`config.mk`:
```
export PLATFORM = sky130hd
export DESIGN_NAME = uart_rx_param_flat
export DESIGN_NICKNAME = d
export VERILOG_FILES = /design/src/rtl/uart_rx_param_if.sv /design/src/rtl/uart_rx_param.sv /design/src/flat_wrapper.sv
export SDC_FILE = /design/constraint.sdc
export NUM_CORES = 1
export LEC_CHECK = 0
export BUFFER_PORTS_ARGS = -buffer_cell sky130_fd_sc_hd__buf_4
export CAP_MARGIN = 10
export CORE_MARGIN = 1.5
export CORE_UTILIZATION = 50
export CTS_BUF_LIST = sky130_fd_sc_hd__clkbuf_8 sky130_fd_sc_hd__clkbuf_16
export CTS_CLUSTER_SIZE = 10
export DETAILED_ROUTE_END_ITERATION = 16
export PLACE_DENSITY = 0.79
export SETUP_SLACK_MARGIN = 0.4
export SLEW_MARGIN = 20
export SYNTH_ARGS = -nofsm -noshare
export SYNTH_HDL_FRONTEND = slang
export SYNTH_SLANG_ARGS = --single-unit
export TNS_END_PERCENT = 30
```
`constraint.sdc`:
```
create_clock -name i_clk -period 7.05 [get_ports i_clk]
set_input_delay 0.705 -clock i_clk [delete_from_list [all_inputs] [get_ports i_clk]]
set_output_delay 0.705 -clock i_clk [all_outputs]
set_load 0.05 [all_outputs]
```
`src/rtl/uart_rx_param_if.sv`:
```
// UART receive port bundle: serial line in, payload out with valid/ready handshake.
// No logic of its own; width of the payload follows DATA_BITS.
// master = receiver side (drives payload), slave = consumer side (drives rxd and ready).
interface uart_rx_param_if #(
  parameter int DATA_BITS = 8
);
  logic                 rxd;
  logic [DATA_BITS-1:0] data_out;
  logic                 data_valid;
  logic                 data_ready;
  logic                 parity_err;
  logic                 frame_err;
  logic                 overrun;
  logic [31:0]          frame_count;

  modport master (
    input  rxd,
    input  data_ready,
    output data_out,
    output data_valid,
    output parity_err,
    output frame_err,
    output overrun,
    output frame_count
  );

  modport slave (
    output rxd,
    output data_ready,
    input  data_out,
    input  data_valid,
    input  parity_err,
    input  frame_err,
    input  overrun,
    input  frame_count
  );
endinterface

```
`src/rtl/uart_rx_param.sv`:
```
// Parametrised UART receiver: sync'd rxd, start glitch reject, parity/framing check.
// Latency: data_valid rises ~2 + CLKS_PER_BIT/2 + (DATA_BITS+P+1)*CLKS_PER_BIT after start edge.
// Backpressure: one-deep output held until data_ready; a frame finishing while held is dropped with overrun.
module uart_rx_param #(
  parameter int CLKS_PER_BIT = 434,
  parameter int DATA_BITS    = 8,
  parameter int PARITY_MODE  = 0,
  parameter int CNT_W        = 16
) (
  input  logic                  i_clk,
  input  logic                  i_rst,
  uart_rx_param_if.master       if_rx
);

  localparam int IDX_W = $clog2(DATA_BITS);

  localparam logic [CNT_W-1:0] C_LAST = CNT_W'(CLKS_PER_BIT - 1);
  localparam logic [CNT_W-1:0] C_HALF = CNT_W'(CLKS_PER_BIT / 2 - 1);
  localparam logic [CNT_W-1:0] C_ONE  = CNT_W'(1);
  localparam logic [IDX_W-1:0] C_IDX_LAST = IDX_W'(DATA_BITS - 1);
  localparam logic [IDX_W-1:0] C_IDX_ONE  = IDX_W'(1);

  typedef enum logic [2:0] {
    S_IDLE   = 3'd0,
    S_START  = 3'd1,
    S_DATA   = 3'd2,
    S_PARITY = 3'd3,
    S_STOP   = 3'd4
  } state_t;

  // synchroniser and FSM state
  logic                 r_sync1;
  logic                 r_sync2;
  state_t               r_state;
  logic [CNT_W-1:0]     r_cnt;
  logic [IDX_W-1:0]     r_idx;
  logic [DATA_BITS-1:0] r_shift;
  logic                 r_pbit;
  logic                 r_need_high;

  // output holding registers
  logic [DATA_BITS-1:0] r_data_out;
  logic                 r_valid;
  logic                 r_perr;
  logic                 r_ferr;
  logic                 r_overrun;
  logic [31:0]          r_count;

  // next-state and per-frame results
  logic                 w_rxs;
  logic                 w_sample;
  state_t               w_state_nxt;
  logic [CNT_W-1:0]     w_cnt_nxt;
  logic [IDX_W-1:0]     w_idx_nxt;
  logic [DATA_BITS-1:0] w_shift_nxt;
  logic                 w_pbit_nxt;
  logic                 w_need_high_nxt;
  logic                 w_done;
  logic                 w_ferr_new;
  logic                 w_perr_new;
  logic                 w_load;

  assign w_rxs    = r_sync2;
  assign w_sample = (r_cnt == C_LAST);

  // Parity is checked against the assembled payload; the mode is fixed at elaboration.
  assign w_perr_new = (PARITY_MODE == 1) ? ((^r_shift) ^ r_pbit) :
                      (PARITY_MODE == 2) ? ~((^r_shift) ^ r_pbit) :
                      1'b0;

  // A completed frame is accepted unless the previous one is still held and not being taken now.
  assign w_load = w_done && (!r_valid || if_rx.data_ready);

  // Two-flop synchroniser on the asynchronous serial line; idles high like the line itself.
  always_ff @(posedge i_clk or posedge i_rst) begin
    if (i_rst) begin
      r_sync1 <= 1'b1;
      r_sync2 <= 1'b1;
    end else begin
      r_sync1 <= if_rx.rxd;
      r_sync2 <= r_sync1;
    end
  end

  // FSM state, bit-period counter, bit index and shift register.
  always_ff @(posedge i_clk or posedge i_rst) begin
    if (i_rst) begin
      r_state     <= S_IDLE;
      r_cnt       <= '0;
      r_idx       <= '0;
      r_shift     <= '0;
      r_pbit      <= 1'b0;
      r_need_high <= 1'b0;
    end else begin
      r_state     <= w_state_nxt;
      r_cnt       <= w_cnt_nxt;
      r_idx       <= w_idx_nxt;
      r_shift     <= w_shift_nxt;
      r_pbit      <= w_pbit_nxt;
      r_need_high <= w_need_high_nxt;
    end
  end

  // Frame sequencing: start-bit qualification at half a bit, then one sample per bit period.
  always_comb begin
    w_state_nxt     = r_state;
    w_cnt_nxt       = r_cnt;
    w_idx_nxt       = r_idx;
    w_shift_nxt     = r_shift;
    w_pbit_nxt      = r_pbit;
    w_need_high_nxt = r_need_high;
    w_done          = 1'b0;
    w_ferr_new      = 1'b0;

    case (r_state)
      S_IDLE: begin
        w_cnt_nxt = '0;
        // After a framing error the line must be seen high once, so a held break
        // produces a single frame rather than a stream of zero frames.
        if (r_need_high) begin
          if (w_rxs) begin
            w_need_high_nxt = 1'b0;
          end
        end else if (!w_rxs) begin
          w_state_nxt = S_START;
        end
      end

      S_START: begin
        if (r_cnt == C_HALF) begin
          w_cnt_nxt = '0;
          if (!w_rxs) begin
            // Still low mid-start-bit: real start; counter now aligned to bit centres.
            w_idx_nxt   = '0;
            w_state_nxt = S_DATA;
          end else begin
            // Short low pulse: treat as noise.
            w_state_nxt = S_IDLE;
          end
        end else begin
          w_cnt_nxt = r_cnt + C_ONE;
        end
      end

      S_DATA: begin
        if (w_sample) begin
          w_cnt_nxt   = '0;
          // LSB arrives first, so shifting in at the top leaves it at bit 0 after the last bit.
          w_shift_nxt = {w_rxs, r_shift[DATA_BITS-1:1]};
          w_idx_nxt   = r_idx + C_IDX_ONE;
          if (r_idx == C_IDX_LAST) begin
            w_idx_nxt   = '0;
            w_state_nxt = (PARITY_MODE != 0) ? S_PARITY : S_STOP;
          end
        end else begin
          w_cnt_nxt = r_cnt + C_ONE;
        end
      end

      S_PARITY: begin
        if (w_sample) begin
          w_cnt_nxt   = '0;
          w_pbit_nxt  = w_rxs;
          w_state_nxt = S_STOP;
        end else begin
          w_cnt_nxt = r_cnt + C_ONE;
        end
      end

      S_STOP: begin
        if (w_sample) begin
          // Completing mid-stop-bit lets the next start edge be caught on back-to-back frames.
          w_cnt_nxt       = '0;
          w_done          = 1'b1;
          w_ferr_new      = ~w_rxs;
          w_need_high_nxt = ~w_rxs;
          w_state_nxt     = S_IDLE;
        end else begin
          w_cnt_nxt = r_cnt + C_ONE;
        end
      end

      default: begin
        w_cnt_nxt   = '0;
        w_state_nxt = S_IDLE;
      end
    endcase
  end

  // Output register: load, hold, release on transfer, or flag overrun on a dropped frame.
  always_ff @(posedge i_clk or posedge i_rst) begin
    if (i_rst) begin
      r_data_out <= '0;
      r_valid    <= 1'b0;
      r_perr     <= 1'b0;
      r_ferr     <= 1'b0;
      r_overrun  <= 1'b0;
      r_count    <= '0;
    end else begin
      r_overrun <= 1'b0;
      if (w_done) begin
        r_count <= r_count + 32'd1;
      end
      if (w_load) begin
        r_data_out <= r_shift;
        r_perr     <= w_perr_new;
        r_ferr     <= w_ferr_new;
        r_valid    <= 1'b1;
      end else if (w_done) begin
        // Previous frame still unclaimed: keep it and report the loss.
        r_overrun <= 1'b1;
      end else if (r_valid && if_rx.data_ready) begin
        r_valid <= 1'b0;
      end
    end
  end

  assign if_rx.data_out    = r_data_out;
  assign if_rx.data_valid  = r_valid;
  assign if_rx.parity_err  = r_perr;
  assign if_rx.frame_err   = r_ferr;
  assign if_rx.overrun     = r_overrun;
  assign if_rx.frame_count = r_count;

endmodule

```
`src/flat_wrapper.sv`:
```
// flat-port wrapper written by rule: the top's interface ports become plain ports
module uart_rx_param_flat 
#(
  parameter int CLKS_PER_BIT = 434,
  parameter int DATA_BITS    = 8,
  parameter int PARITY_MODE  = 0,
  parameter int CNT_W        = 16
)
  (i_clk, i_rst, if_rx_rxd, if_rx_data_ready, if_rx_data_out, if_rx_data_valid, if_rx_parity_err, if_rx_frame_err, if_rx_overrun, if_rx_frame_count);
  uart_rx_param_if #(.DATA_BITS(DATA_BITS)) if_rx_i ();
  input  logic i_clk;
  input  logic i_rst;
  input wire logic [$bits(if_rx_i.rxd)-1:0] if_rx_rxd;
  input wire logic [$bits(if_rx_i.data_ready)-1:0] if_rx_data_ready;
  output wire logic [$bits(if_rx_i.data_out)-1:0] if_rx_data_out;
  output wire logic [$bits(if_rx_i.data_valid)-1:0] if_rx_data_valid;
  output wire logic [$bits(if_rx_i.parity_err)-1:0] if_rx_parity_err;
  output wire logic [$bits(if_rx_i.frame_err)-1:0] if_rx_frame_err;
  output wire logic [$bits(if_rx_i.overrun)-1:0] if_rx_overrun;
  output wire logic [$bits(if_rx_i.frame_count)-1:0] if_rx_frame_count;
  assign if_rx_i.rxd = if_rx_rxd;
  assign if_rx_i.data_ready = if_rx_data_ready;
  assign if_rx_data_out = if_rx_i.data_out;
  assign if_rx_data_valid = if_rx_i.data_valid;
  assign if_rx_parity_err = if_rx_i.parity_err;
  assign if_rx_frame_err = if_rx_i.frame_err;
  assign if_rx_overrun = if_rx_i.overrun;
  assign if_rx_frame_count = if_rx_i.frame_count;
  uart_rx_param #(.CLKS_PER_BIT(CLKS_PER_BIT), .DATA_BITS(DATA_BITS), .PARITY_MODE(PARITY_MODE), .CNT_W(CNT_W)) u_core (.i_clk(i_clk), .i_rst(i_rst), .if_rx(if_rx_i));
endmodule
```
# After elaboration in Yosys (flattened, before gate mapping)
# Cells that the tools add are included.
# classes
addsub	3
eq_ne	16
muxes	30
n_bitwise	1
reduce_logical	14
# op_table
operator	count
$mux 3	11
$add 32x1->32 const B	1
$mux 16	2
$pmux 16 s2	1
$add 16x1->16 const B	1
$eq 16x8->1 const B	1
$eq 16x9->1 const B	1
$pmux 3 s5	1
$mux 1	12
$ne 2x1->1 const B	5
$ne 2x2->1 const B	4
$reduce_and 7->1	1
$eq 3x2->1 const B	2
$eq 3x3->1 const B	2
$pmux 3 s2	1
$reduce_and 2->1	3
$reduce_bool 2->1	3
$reduce_and 4->1	1
$add 3x1->3 const B	1
$eq 3x1->1 const B	1
$logic_not 3->1	1
$reduce_or 3->1	1
$logic_and 1x1->1	2
$mux 2	1
4 further kinds	4
# totals
reg_bits	76
in_bits	4
output_inout_bits	44

# Depth between registers and ports, before layout
# Gate-level depths: netlist of the first run.
# logic_depth
ltp_word	6
mapped_depth	8

# Least setup slack after synthesis of the first run
# OpenSTA, ideal clock, no wires.
# synth_timing
path_type	reg2reg
startpoint	register u_core.r_cnt[10]
endpoint	register u_core.r_idx[1]
setup_ns	0.121
t_arrival_ns	2.291
setup_slack_ns	4.638
path_stages_with_launch	7
n_path_buf	1
period_less_slack_ns	2.412
path_cell_list	dfrtp_1 > or4_4 > or4_4 > or3_1 > buf_6 > a21o_1 > a22o_1
# synth_between
elab_chain_cells	3
word_cells_on_any_way	5
classes_between	4 x eq/ne; 1 x reduce/logical
# synth_lines
element	line	source
from (decl)	uart_rx_param.sv:35	logic [CNT_W-1:0] r_cnt;
from (signal assigned)	uart_rx_param.sv:96	r_cnt <= w_cnt_nxt;
$eq 16x9->1 or $eq 16x8->1 (tied branches)	uart_rx_param.sv:64, uart_rx_param.sv:130	
$ne 2x1->1 (no line)	n/a	
$reduce_and 4->1 (no line) (*)	n/a	
to (signal assigned)	uart_rx_param.sv:97	r_idx <= w_idx_nxt;
to (decl)	uart_rx_param.sv:36	logic [IDX_W-1:0] r_idx;
# Mark *: on every way between the ends. The rest lies on a longest branch, timed or not.
# A chain may end at the register's enable or synchronous reset.

# Worst setup path after layout of the first run
# Ends and elaborated chain as after synthesis.

==> results of run 1 <==
-- registers in the layout, indices dropped and copies added, names as in the netlist --
name and flops:
u_core.if_rx.frame_err 1, u_core.r_cnt 16, u_core.r_state 3, u_core.if_rx.overrun 1, u_core.if_rx.data_valid 1, u_core.if_rx.frame_count 32
u_core.r_sync2 1, u_core.if_rx.data_out 8, u_core.r_need_high 1, u_core.r_sync1 1, u_core.r_shift 8, u_core.r_idx 3
-- worst max path at each step --
stage	from	endpoint	slack [ns]
after floorplan	i_rst	u_core.if_rx.data_out[0]	4.41
after global placement	u_core.r_cnt[10]	u_core.r_cnt[14]	4.25
after detailed placement	u_core.r_cnt[10]	u_core.r_cnt[14]	4.10
after CTS	u_core.r_cnt[10]	u_core.r_cnt[14]	4.10
after global routing	u_core.r_cnt[10]	u_core.r_idx[1]	4.25
final	u_core.r_cnt[10]	u_core.r_idx[1]	4.33
-- cells by family (layout without fill, tap and decap cells) --
group           after synthesis  after routing  synth area share [%]
simple gates                156            156                  23.7
flops                        76             76                  55.0
xor+xnor                     45             45                  11.4
buf+inv                      14             68                  2.02
compound gates               12             12                  2.42
mux                          10             10                  3.21
fa+ha+maj                     6              6                  2.17
other cells                   1              1                 0.108
-- cell type report --
type / instances / share of cell area, %
well taps: 80 / 2.48
clock buffers: 9 / 3.07
flip-flops and latches: 76 / 47.2
clock inverters: 7 / 1.12
multi-input cells: 230 / 37.0
repair buffers: 47 / 8.74
inverters: 5 / 0.465
-- cell usage in the layout (no fill, tap or decap), drive strengths merged, types with 2 or more instances in the layout --
| master | count |
|---|---|
| dfrtp | 74 |
| nand2 | 49 |
| buf | 47 |
| xnor2 | 29 |
| nor2 | 26 |
| nand3 | 17 |
| xor2 | 16 |
| nand4 | 15 |
| and3 | 9 |
| mux2 | 9 |
| clkbuf | 9 |
| inv | 8 |
| nor3 | 8 |
| and2 | 6 |
| ha | 6 |
| and4 | 5 |
| nor4 | 4 |
| nor3b | 3 |
| a22o | 3 |
| or4 | 2 |
| nor4bb | 2 |
| nand2b | 2 |
| nor2b | 2 |
| or3 | 2 |
| a21o | 2 |
| o21ai | 2 |
| clkinvlp | 2 |
| dfstp | 2 |
| a21oi | 2 |
| clkinv | 2 |
-- layer usage --
| metal | track usage, % | vias up | routed length, um |
|---|---|---|---|
| met3 | 5.43 | 10 | 309 |
| li1 | - | 1190 | - |
| met5 | 0 | - | 0 |
| met1 | 25.2 | 1214 | 3100 |
| met2 | 29.3 | 60 | 3060 |
| met4 | 8.21 | 0 | 109 |
-- power by group through the flow --
stage,clock network [mW],logic [mW],registers (mW)
floorplan,0,0.00842,0.446
global placement,0,0.0120,0.446
detailed placement,0,0.0122,0.446
CTS,0.302,0.0122,0.437
global route,0.316,0.0135,0.437
finish,0.292,0.0114,0.437
-- per-stage QoR --
step                      cells  power (mW)
after global placement      438       0.458
after detailed placement    438       0.458
after CTS                   454       0.751
after floorplan             320       0.454
after global routing        454       0.767
final                       454       0.740
==> impl_metrics.tcl, run 1 <==
set metrics [dict create \
    cp-start-kind "flip-flop" \
    synthDistinctLibCells 41 \
    fp.dieH_um 86.2 \
    worst-path-max-fanout 12 \
    ys.warnings.count 0 \
    fin_crit_ns 2.72 \
    p_per_area_mw_per_mm2 183 \
    synth_flop_cell "dfrtp_1" \
    grt_pass1_vias 2337 \
    layout.nets 379 \
    async_flop_share_pct 100 \
    synthDominantCellAreaShare_pct 53.4 \
    seqPwrFrac_pct 59.0 \
    critPathKind "reg2reg" \
    drive_gt1_share_pct 21.1 \
    switchingPower_mw 0.176 \
    post_synth.cell_area_avg_um2 10.8 \
    reg2reg_from "u_core.r_cnt[10]" \
    ys_top_cells_by_count "dfrtp_1 (74), nand2_1 (49), xnor2_1 (29)" \
    post-cts-setup-buffers 0 \
    postPlaceCellArea_mm2 0.00387 \
    finalMaxSlewViolations 0 \
    hold_ws_ns 0.356 \
    synth_seq_cells 76 \
    fin_skew_ns 0.0124 \
    final_util_pct 59.8 \
    worst_slew_pin_slew_ns 0.935 \
    holdPathStages 0 \
    pwr-share-clk_pct 39.4 \
    p_leak_nw 2.01 \
    cts_buffers 9 \
    seqCellArea_mm2 0.00190 \
    hpwl_um 4540 \
    grt_use_total_pct 19.0 \
    grt_max_degree 77 \
    port_buffers 46 \
    swShare_pct 23.7 \
    timing.setup.tns_ns 0 \
    seq_area_frac_synth_pct 55.0 \
    critPathTopFamily "simple AND/OR/NAND/NOR gates" \
    synth_edf_count 0 \
    start_util_pct 51.3 \
    drv_cap 0 \
    cts_resized 0 \
    setup_viol 0 \
    cp_data_required_time_ns 7.29 \
    clock_latency_ns 0.36 \
    ant_nets 0 \
    boundaryPins 48 \
    wl_per_cell_um 14.5 \
    cpMostUsedCell "or4_4" \
    regToRegSetupSlack_ns 4.33 \
    clk_path_buf_depth 2 \
    path_buf_inv 0 \
    clock-root-buffer "clkbuf_8" \
    worst-path-stages 5 \
    via_per_inst 5.45 \
    postCtsHoldBufs 0 \
    grt-ovfl-total 0 \
    critPathSlowestCell "or4_4" \
    antenna_found_initial 0 \
    outcome "completed" \
    firstDrtPassIters 4 \
    reg2regPathDepth 5 \
    area_growth_pct 16.6 \
    comb_power_share_pct 1.5 \
    period_share_pct 38.6 \
    final_area_mm2 0.00404 \
    diodes 0 \
    final-hold-violation-count 0 \
    worstPathCellList "or4_4 > or4_4 > or3_1 > a21o_1 > a22o_1" \
    end_kind "flip-flop" \
    syn-cell-area_mm2 0.00346 \
    hp-start "u_core.r_sync1" \
    hp-class "reg2reg" \
    post-place-ws_ns 4.10 \
    fp-row-count 30 \
    vdd_drop_max_uv 107 \
    synthMostInstantiatedCell "dfrtp_1" \
    hold_end "u_core.r_sync2" \
    clk_pin_slew_ns 0.08 \
    p_int_mw 0.565 \
    die_w_um 86.2 \
    dieArea_mm2 0.00744 \
    route.detailed.drc 0 \
    vias 2474 \
    fill_cells 550 \
    synth_nets 330 \
    gp_congestion 0.841 \
    r2r_end "u_core.r_idx[1]" \
    critPathArrivalTime_ns 2.96 \
    tritoncts "done" \
    max_slew_margin_pct 37.7 \
    yosys.area.top_type "dfrtp_1" \
    core_area_mm2 0.00676 \
    clock-sinks 76 \
    fmax_ghz 0.367 \
    grt_first_pass_wirelength_um 10900 \
    drt_iter0_drc 195 \
    cp_slowest_stage_delay_ns 0.65 \
    wl_um 6580 \
    netlist_top_cells_area "dfrtp_1 (53%), xnor2_1 (7.3%), nand2_1 (5.3%)" \
    synthCells 320 \
    multi_input_area_mm2 0.00149 \
    htree_num_levels 3 \
    setup_ws_ns 4.33 \
    rsz0062_at_grt "no" \
]
No activity file was read; power rests on OpenSTA's default activity.
==> run 2, diff against run 1 <==
- clock period: 7.05 -> 2.69 ns (I/O delays scaled with it)
==> impl_metrics.tcl, run 2 (synthesis results as in run 1) <==
set metrics [dict create \
    outcome "completed" \
    final-hold-violation-count 0 \
    grt_use_total_pct 19.7 \
    grt_pass1_vias 2405 \
    htree_num_levels 3 \
    regToRegSetupSlack_ns 0.30 \
    via_per_inst 5.41 \
    layout_common_cells "dfrtp_1 (74), buf_4 (62), nand2_1 (49)" \
    end_kind "flip-flop" \
    worst_slew_pin_slew_ns 0.678 \
    fin_crit_ns 2.39 \
    setup_viol 0 \
    area_growth_pct 22.4 \
    largest_reg_flops 32 \
    core_area_mm2 0.00676 \
    drt_iter0_drc 143 \
    final_common_cell "dfrtp_1" \
    grt_first_pass_wirelength_um 11200 \
    p_int_mw 1.58 \
    finalMaxSlewViolations 0 \
    tritoncts "done" \
    start_util_pct 51.3 \
    pwr-share-clk_pct 41.9 \
    port_buffers 46 \
    critPathArrivalTime_ns 2.63 \
    boundaryPins 48 \
    reg2regPathDepth 5 \
    switchingPower_mw 0.454 \
    worst-path-max-fanout 7 \
    antenna_found_initial 0 \
    crit_start "u_core.r_cnt[14]" \
    gp_congestion 0.807 \
    fill_cells 577 \
    timing.setup.tns_ns 0 \
    swShare_pct 22.4 \
    cp_data_required_time_ns 2.93 \
    clock_latency_ns 0.36 \
    period_share_pct 88.7 \
    cts_buffers 9 \
    seqCellArea_mm2 0.00190 \
    vdd_drop_max_uv 284 \
    grt_max_degree 45 \
    clock-root-buffer "clkbuf_8" \
    grt-ovfl-total 0 \
    reg2reg_from "u_core.r_cnt[14]" \
    fp-row-count 30 \
    comb_power_share_pct 1.7 \
    hpwl_um 4720 \
    p_per_area_mw_per_mm2 479 \
    hold_ws_ns 0.0135 \
    critPathKind "reg2reg" \
    drv_cap 0 \
    p_leak_nw 2.14 \
    fmax_ghz 0.419 \
    firstDrtPassIters 4 \
    diodes 0 \
    seqPwrFrac_pct 56.4 \
    r2r_end "u_core.r_idx[1]" \
    wl_um 6830 \
    layout.nets 396 \
    fin_skew_ns 0.0104 \
    clk_pin_slew_ns 0.07 \
    hp-class "in2async" \
    cp-start-kind "flip-flop" \
    wl_per_cell_um 14.5 \
    drive_gt1_share_pct 25.8 \
    die_w_um 86.2 \
    max_slew_margin_pct 54.7 \
    clock-sinks 76 \
    ant_nets 0 \
    route.detailed.drc 0 \
    vias 2549 \
    rsz0062_at_grt "yes" \
    multi_input_area_mm2 0.00153 \
    clk_path_buf_depth 2 \
    fp.dieH_um 86.2 \
    dieArea_mm2 0.00744 \
]
[run 2: cell count changes in the layout (fill, tap and decap cells not counted), sizes merged]
| cell | change |
|---|---|
| inv | -1 |
| dlygate4sd3 | +1 |
| bufinv | +1 |
| buf | +16 |
[run 2: power groups by stage]
stage | Clock, mW | Sequential (mW) | Combinational (mW)
6_report | 0.851 | 1.15 | 0.0337
5_1_grt | 0.923 | 1.15 | 0.0399
2_1_floorplan | 0 | 1.17 | 0.0221
3_5_place_dp | 0 | 1.17 | 0.0351
3_3_place_gp | 0 | 1.17 | 0.0342
4_1_cts | 0.872 | 1.15 | 0.0351
[run 2: metrics by stage]
stage | setup WS, ns | utilization (%) | cell area (um^2) | total power [mW] | instances
3_5_place_dp | 0.205 | 58.1 | 3920 | 1.20 | 444
3_3_place_gp | 0.267 | 58.1 | 3920 | 1.20 | 444
5_1_grt | 0.227 | 62.8 | 4240 | 2.11 | 471
4_1_cts | 0.288 | 61.7 | 4170 | 2.05 | 466
6_report | 0.303 | 62.8 | 4240 | 2.03 | 471
2_1_floorplan | 0.290 | - | 3460 | 1.19 | 320
[run 2: critical path, stage by stage (launching register included)]
cell and delay [ns]:
dfrtp_1 0.42, or4bb_1 0.51, or4_4 0.62, or3_4 0.35, a21o_1 0.19, a22o_1 0.19
[run 2: what timing repair did]
action / 4_1_cts / 5_1_grt
hold buffers: 0 / 1
pin swaps: 3 / 5
endpoints found under the hold margin: 0 / 1
buffers inserted: 6 / 4
setup endpoints to repair: 31 / 60
gates resized for setup: 2 / 7
[run 2: worst max-delay path by stage]
stage / slack (ns) / depth (start not counted) / to
3_5_place_dp: 0.20 / 5 / u_core.r_idx[1]
5_1_grt: 0.23 / 5 / u_core.r_idx[2]
2_1_floorplan: 0.29 / 6 / u_core.r_idx[1]
3_3_place_gp: 0.27 / 6 / u_core.r_idx[0]
6_report: 0.30 / 5 / u_core.r_idx[1]
4_1_cts: 0.29 / 5 / u_core.r_idx[1]
[run 2: per-layer routing]
layer	global-route usage (%)	vias to the layer above	wire length, um
met2	29.8	66	3200
met4	9.82	0	143
met3	5.14	15	385
met1	26.3	1239	3100
li1	-	1229	-
met5	0	-	0
[run 2: layout make-up]
cell class              instances  share of cell area, %
flip-flops and latches         76                   44.9
multi-input cells             230                   36.1
repair buffers                 64                   11.7
clock buffers                   9                   2.92
inverters                       5                  0.442
clock inverters                 7                   1.59
well taps                      80                   2.36
